### src/rtl/mem_port_arbiter_pkg.sv
// Shared types for the fetch/LSU memory port arbiter: core word types, func3 encodings,
// arbiter state and access-size decoding.
package mem_port_arbiter_pkg;

  typedef logic [31:0] word;
  typedef logic [31:0] inst_t;
  typedef logic [3:0]  byte_en_t;

  typedef enum logic [2:0] {
    LB  = 3'b000,
    LH  = 3'b001,
    LW  = 3'b010,
    LBU = 3'b100,
    LHU = 3'b101
  } load_func3_t;

  typedef enum logic [2:0] {
    SB = 3'b000,
    SH = 3'b001,
    SW = 3'b010
  } store_func3_t;

  typedef enum logic [1:0] {ARB_IDLE, ARB_ISSUE, ARB_WAIT, ARB_RESP} arb_state_t;

  typedef enum logic [1:0] {SZ_BYTE, SZ_HALF, SZ_WORD} access_size_t;

  localparam int STARVE_LIMIT_DEFAULT = 4;

  // Loads and stores share the low func3 bits for size; unsupported codes fall back to word.
  function automatic access_size_t access_size(input logic [2:0] func3);
    case (func3)
      3'b000, 3'b100: return SZ_BYTE;
      3'b001, 3'b101: return SZ_HALF;
      default:        return SZ_WORD;
    endcase
  endfunction

endpackage

### src/rtl/mem_port_arbiter_lane_align.sv
// Combinational lane steering for the data port: byte enables, replicated store data,
// extended load data and the misalignment flag.
module lsu_lane_align
  import mem_port_arbiter_pkg::*;
(
  input  logic [2:0] func3,
  input  logic       we,
  input  logic [1:0] addr_lo,
  input  word        wdata,
  input  word        rdata,
  output byte_en_t   be,
  output word        wdata_lane,
  output word        rdata_ext,
  output logic       misalign
);

  access_size_t size;
  logic         is_unsigned;
  logic [7:0]   rd_byte;
  logic [15:0]  rd_half;

  assign size        = access_size(func3);
  assign is_unsigned = func3[2];
  assign rd_byte     = rdata[{addr_lo, 3'b000} +: 8];
  assign rd_half     = rdata[{addr_lo[1], 4'b0000} +: 16];

  // NOTE: every output gets a default before the case so no path leaves one unassigned (no latch).
  always_comb begin
    be         = 4'hF;
    wdata_lane = wdata;
    rdata_ext  = rdata;
    misalign   = 1'b0;
    case (size)
      SZ_BYTE: begin
        if (we) be = 4'b0001 << addr_lo;
        wdata_lane = {4{wdata[7:0]}};
        rdata_ext  = {{24{~is_unsigned & rd_byte[7]}}, rd_byte};
      end
      SZ_HALF: begin
        if (we) be = 4'b0011 << {addr_lo[1], 1'b0};
        wdata_lane = {2{wdata[15:0]}};
        rdata_ext  = {{16{~is_unsigned & rd_half[15]}}, rd_half};
        misalign   = addr_lo[0];
      end
      default: misalign = |addr_lo;
    endcase
  end

endmodule

### src/rtl/mem_port_arbiter.sv
// Arbitrates one single-port memory between instruction fetch and load/store.
// Optional feature: define MISALIGN_TRAP_EN to answer misaligned data requests with d_err.
module mem_port_arbiter
  import mem_port_arbiter_pkg::*;
#(
  parameter int STARVE_LIMIT = STARVE_LIMIT_DEFAULT
) (
  input  logic        clk,
  input  logic        rst_n,
  input  logic        if_valid,
  input  logic [31:0] if_addr,
  output logic        if_rsp,
  output inst_t       if_inst,
  input  logic        d_valid,
  input  logic        d_we,
  input  logic [2:0]  d_func3,
  input  logic [31:0] d_addr,
  input  logic [31:0] d_wdata,
  output logic        d_rsp,
  output logic [31:0] d_rdata,
  output logic        d_err,
  output logic        mem_req,
  output logic        mem_we,
  output byte_en_t    mem_be,
  output logic [31:0] mem_addr,
  output logic [31:0] mem_wdata,
  input  logic        mem_ready,
  input  logic        mem_done,
  input  logic [31:0] mem_rdata
);

  localparam int              CNT_W   = $clog2(STARVE_LIMIT + 1);
  localparam logic [CNT_W-1:0] CNT_MAX = CNT_W'(STARVE_LIMIT);

  arb_state_t       state;
  logic [CNT_W-1:0] starve_cnt;
  logic             lat_data;
  logic             lat_we;
  logic [2:0]       lat_func3;
  logic [1:0]       lat_addr_lo;

  logic       grant_data;
  logic       grant_fetch;
  logic       trap;
  logic [2:0] al_func3;
  logic       al_we;
  logic [1:0] al_addr_lo;
  byte_en_t   al_be;
  word        al_wdata;
  word        al_rdata;
  logic       al_misalign;

  // Data wins unless fetch has already waited through STARVE_LIMIT data grants.
  assign grant_data  = (state == ARB_IDLE) && d_valid && !(if_valid && starve_cnt == CNT_MAX);
  assign grant_fetch = (state == ARB_IDLE) && if_valid && !grant_data;

  // In IDLE the aligner sees the live request (for issue); afterwards the latched one (for load data).
  assign al_func3   = (state == ARB_IDLE) ? d_func3     : lat_func3;
  assign al_we      = (state == ARB_IDLE) ? d_we        : lat_we;
  assign al_addr_lo = (state == ARB_IDLE) ? d_addr[1:0] : lat_addr_lo;

  lsu_lane_align u_align (
    .func3      (al_func3),
    .we         (al_we),
    .addr_lo    (al_addr_lo),
    .wdata      (d_wdata),
    .rdata      (mem_rdata),
    .be         (al_be),
    .wdata_lane (al_wdata),
    .rdata_ext  (al_rdata),
    .misalign   (al_misalign)
  );

`ifdef MISALIGN_TRAP_EN
  assign trap = al_misalign;
`else
  logic misalign_unused;
  assign trap            = 1'b0;
  assign misalign_unused = al_misalign;
`endif

  // NOTE: state registers use non-blocking assignments so every branch sees pre-edge values.
  always_ff @(posedge clk or negedge rst_n) begin
    if (!rst_n) begin
      state       <= ARB_IDLE;
      starve_cnt  <= '0;
      lat_data    <= 1'b0;
      lat_we      <= 1'b0;
      lat_func3   <= '0;
      lat_addr_lo <= '0;
      if_rsp      <= 1'b0;
      if_inst     <= '0;
      d_rsp       <= 1'b0;
      d_rdata     <= '0;
      d_err       <= 1'b0;
      mem_req     <= 1'b0;
      mem_we      <= 1'b0;
      mem_be      <= '0;
      mem_addr    <= '0;
      mem_wdata   <= '0;
    end else begin
      if (!if_valid || grant_fetch) starve_cnt <= '0;
      else if (grant_data)          starve_cnt <= starve_cnt + 1'b1;

      case (state)
        ARB_IDLE: begin
          if (grant_data) begin
            lat_data    <= 1'b1;
            lat_we      <= d_we;
            lat_func3   <= d_func3;
            lat_addr_lo <= d_addr[1:0];
            if (trap) begin
              state   <= ARB_RESP;
              d_rsp   <= 1'b1;
              d_err   <= 1'b1;
              d_rdata <= '0;
            end else begin
              state     <= ARB_ISSUE;
              mem_req   <= 1'b1;
              mem_we    <= d_we;
              mem_be    <= al_be;
              mem_addr  <= d_addr & ~32'h3;
              mem_wdata <= d_we ? al_wdata : '0;
            end
          end else if (grant_fetch) begin
            lat_data  <= 1'b0;
            lat_we    <= 1'b0;
            state     <= ARB_ISSUE;
            mem_req   <= 1'b1;
            mem_we    <= 1'b0;
            mem_be    <= 4'hF;
            mem_addr  <= if_addr & ~32'h3;
            mem_wdata <= '0;
          end
        end
        ARB_ISSUE: begin
          if (mem_ready) begin
            mem_req <= 1'b0;
            mem_we  <= 1'b0;
            state   <= ARB_WAIT;
          end
        end
        ARB_WAIT: begin
          if (mem_done) begin
            state <= ARB_RESP;
            if (lat_data) begin
              d_rsp   <= 1'b1;
              d_err   <= 1'b0;
              d_rdata <= lat_we ? '0 : al_rdata;
            end else begin
              if_rsp  <= 1'b1;
              if_inst <= mem_rdata;
            end
          end
        end
        ARB_RESP: begin
          if_rsp <= 1'b0;
          d_rsp  <= 1'b0;
          d_err  <= 1'b0;
          state  <= ARB_IDLE;
        end
        default: state <= ARB_IDLE;
      endcase
    end
  end

endmodule

### config.mk
export PLATFORM = sky130hd
export DESIGN_NAME = mem_port_arbiter
export DESIGN_NICKNAME = d
export VERILOG_FILES = /design/src/rtl/mem_port_arbiter_pkg.sv /design/src/rtl/mem_port_arbiter_lane_align.sv /design/src/rtl/mem_port_arbiter.sv
export SDC_FILE = /design/constraint.sdc
export NUM_CORES = 1
export LEC_CHECK = 0
export CORE_ASPECT_RATIO = 1.2
export CORE_MARGIN = 2
export CORE_UTILIZATION = 39
export DETAILED_ROUTE_END_ITERATION = 7
export GPL_TIMING_DRIVEN = 0
export PLACE_DENSITY = 0.72
export SYNTH_ARGS = -nofsm -noshare
export SYNTH_HDL_FRONTEND = slang
export SYNTH_HIERARCHICAL = 1
export SYNTH_SLANG_ARGS = --single-unit
### constraint.sdc
create_clock -name clk -period 2.9 [get_ports clk]
set_input_delay 0.58 -clock clk [delete_from_list [all_inputs] [get_ports clk]]
set_output_delay 0.58 -clock clk [all_outputs]
set_load 0.05 [all_outputs]
==> impl_metrics.py <==
metrics = {
    "power_and_ir_drop": {
        "power_uw": 15000,
        "p_int_uw": 7870,
        "switchingPower_uw": 7100,
        "power_frac_clock_pct": 15.6,
        "p_per_area_nw_per_um2": 1360,
        "p_leak_uw": 0.00494,
        "seq_power_share_pct": 23.3,
        "swShare_pct": 47.4,
        "share_comb_of_total_power_pct": 61.1,
        "max-vdd-ir-drop_uv": 568,
    },
    "floorplan": {
        "pin_count": 275,
        "die_y_um": 155,
        "rows": 55,
        "start_util_pct": 39.4,
        "dieArea_sq_um": 20000,
        "die_width_um": 129,
        "core_area_sq_um": 18700,
    },
    "clock_network": {
        "cts_buffers": 17,
        "cts-root-buf": "clkbuf_16",
        "clk_pin_slew_ns": 0.06,
        "cts_setup_buffers": 0,
        "cts_sinks": 146,
        "clockBufferDepth": 2,
        "ctsHoldBuffers": 0,
        "cts_max_level": 4,
        "clkLatencyLatePin_ns": 0.43,
        "cts.repair.resized": 0,
        "cts_tree": "done",
    },
    "cells_and_area": {
        "syn_to_final_growth_pct": 49.9,
        "diodes": 0,
        "fin_cells": 1258,
        "multiInputGateArea_sq_um": 3300,
        "utilization_pct": 59.0,
        "nFillCells": 1660,
        "num-nets-final": 1134,
        "ff_latch_area_sq_um": 3650,
        "drive_above_1_share_pct": 15.6,
    },
    "drt": {
        "via_count": 6369,
        "wl_per_cell_um": 18.7,
        "drtIter0Drc": 393,
        "drc": 0,
        "vias_per_cell": 5.06,
        "dr.pass1.iters": 5,
        "wirelength_um": 23500,
        "drtAntennaViolNets": 0,
    },
    "placed_design": {
        "hpwl_um": 17700,
        "dp.cells": 1226,
        "io_buffers": 268,
        "place.gp.congestion": 0.848,
    },
    "sta": {
        "clock.fmax_ghz": 0.373,
        "fin_crit_sh_pct": 92.5,
        "slew_violations": 0,
        "fin_crit_ns": 2.68,
        "holdWs_ns": 0.185,
        "rsz0062_at_grt": "false",
        "setup_viol": 0,
        "maxSlewHeadroom_pct": 51.0,
        "fin_skew_ns": 0.0101,
        "worst-slew-pin-transition_ns": 0.735,
        "finalHoldViolCount": 0,
        "fin_tns_setup_ns": 0,
    },
    "setup_path": {
        "arrival_ns": 2.97,
        "r2r-start": "state[0]$_DFFE_PN0P_",
        "path_cells": "inv_1, ha_2, buf_4, clkbuf_4, mux2_2, buf_4, nor2_1, nand2_1, nand3_2, buf_6, nand2_1, nand2b_1, o21ai_0",
        "crit_path_top_delay_cell": "dfrtp_1",
        "cp_max_fo": 10,
        "cp_num_buf_inv": 5,
        "crit_family": "buffers and inverters",
        "crit_required_ns": 3.19,
        "end_kind": "register",
        "cpPeakStageDelay_ns": 0.42,
        "startpoint": "state[0]$_DFFE_PN0P_",
        "crit_type": "register to register",
        "cp-start-kind": "register",
    },
    "synth": {
        "syn_area_sq_um": 7370,
        "yosys_warnings": 6,
        "postSynthCellCount": 699,
        "avgSynthCellArea_sq_um": 10.5,
    },
    "grt": {
        "global_route.usage.met1_pct": 29.1,
        "grt_pass1_wl_um": 36200,
        "first_global_vias": 6461,
        "grt_busiest_layer": "met2",
        "grtUsageMet2_pct": 39.9,
        "antenna_found_initial": 0,
        "track_usage_pct": 23.7,
        "use_met3_pct": 5.02,
        "overflow": 0,
        "grt_max_degree": 77,
    },
    "worst_hold_path": {
        "min_path_type": "input pin to async pin",
    },
    "outcome": {
        "outcome": "complete, no violations",
    },
    "job": {
        "drv_cap": 0,
    },
}
path summary, 6_finish.rpt:
check	cells after the start	slack (ns)	endpoint
hold reg to reg	2	0.47	d_rdata[7]$_DFFE_PN0P_
max in group asynchronous	2	1.90	d_rdata[14]$_DFFE_PN0P_
setup / recovery	13	0.22	d_rdata[26]$_DFFE_PN0P_
setup reg to reg	13	0.22	d_rdata[26]$_DFFE_PN0P_
hold / removal	1	0.18	mem_addr[18]$_DFFE_PN0P_
min in group clk	2	0.47	d_rdata[7]$_DFFE_PN0P_
worst reg2reg max path, cell delays in order, from the launching register on:
cell	delay (ns)
dfrtp_1	0.42
inv_1	0.12
ha_2	0.24
buf_4	0.21
clkbuf_4	0.23
mux2_2	0.34
buf_4	0.17
nor2_1	0.17
nand2_1	0.09
nand3_2	0.19
buf_6	0.17
nand2_1	0.06
nand2b_1	0.07
o21ai_0	0.08
layer usage:
| metal | part of all wire (%) | vias up |
|---|---|---|
| met4 | 3.7 | 0 |
| met1 | 41 | 3080 |
| met3 | 5.5 | 52 |
| li1 | - | 3027 |
| met2 | 50 | 210 |
| met5 | 0 | - |
area by class of cell:
| cell class | count | share of cell area (%) |
|---|---|---|
| Sequential cell | 146 | 33.1 |
| Multi-Input combinational cell | 483 | 29.9 |
| Timing Repair Buffer | 269 | 24.5 |
| Clock buffer | 23 | 4.24 |
| Buffer | 64 | 3.74 |
| Tap cell | 256 | 2.90 |
| Clock inverter | 9 | 1.38 |
| Inverter | 8 | 0.272 |
power groups by stage:
stage	clock network [uW]	logic, uW	registers, uW
after detailed placement	0	9120	3510
after global placement	0	9040	3480
final	2340	9150	3480
after global routing	2470	9660	3600
after CTS	2390	9140	3490
after floorplan	0	3130	6510
placed cells by master (no fill, tap or decap), types with 17 or more instances in the layout:
cell / instances
a21oi_1: 49
dfrtp_1: 146
nor3_1: 35
mux2i_1: 41
clkbuf_16: 17
o21ai_0: 47
buf_2: 24
buf_4: 20
clkdlybuf4s50_1: 267
mux2_2: 60
nand2b_1: 34
nand2_1: 92
a22o_1: 33
flip-flops by register name, indices dropped and copies added, names as in the netlist:
register     flops
d_rdata         32
d_rsp            1
if_inst         32
if_rsp           1
lat_addr_lo      2
lat_data         1
lat_func3        3
lat_we           1
mem_addr        30
mem_be           4
mem_req          1
mem_wdata       32
mem_we           1
starve_cnt       3
state            2
through the flow:
step	worst slack, ns	instance area (sq um)
after global placement	-4.89	10400
after global routing	0.0136	11000
after floorplan	0.545	7380
final	0.217	11000
after CTS	0.121	11000
after detailed placement	0.112	10400
(Power assumes the default switching activity.)
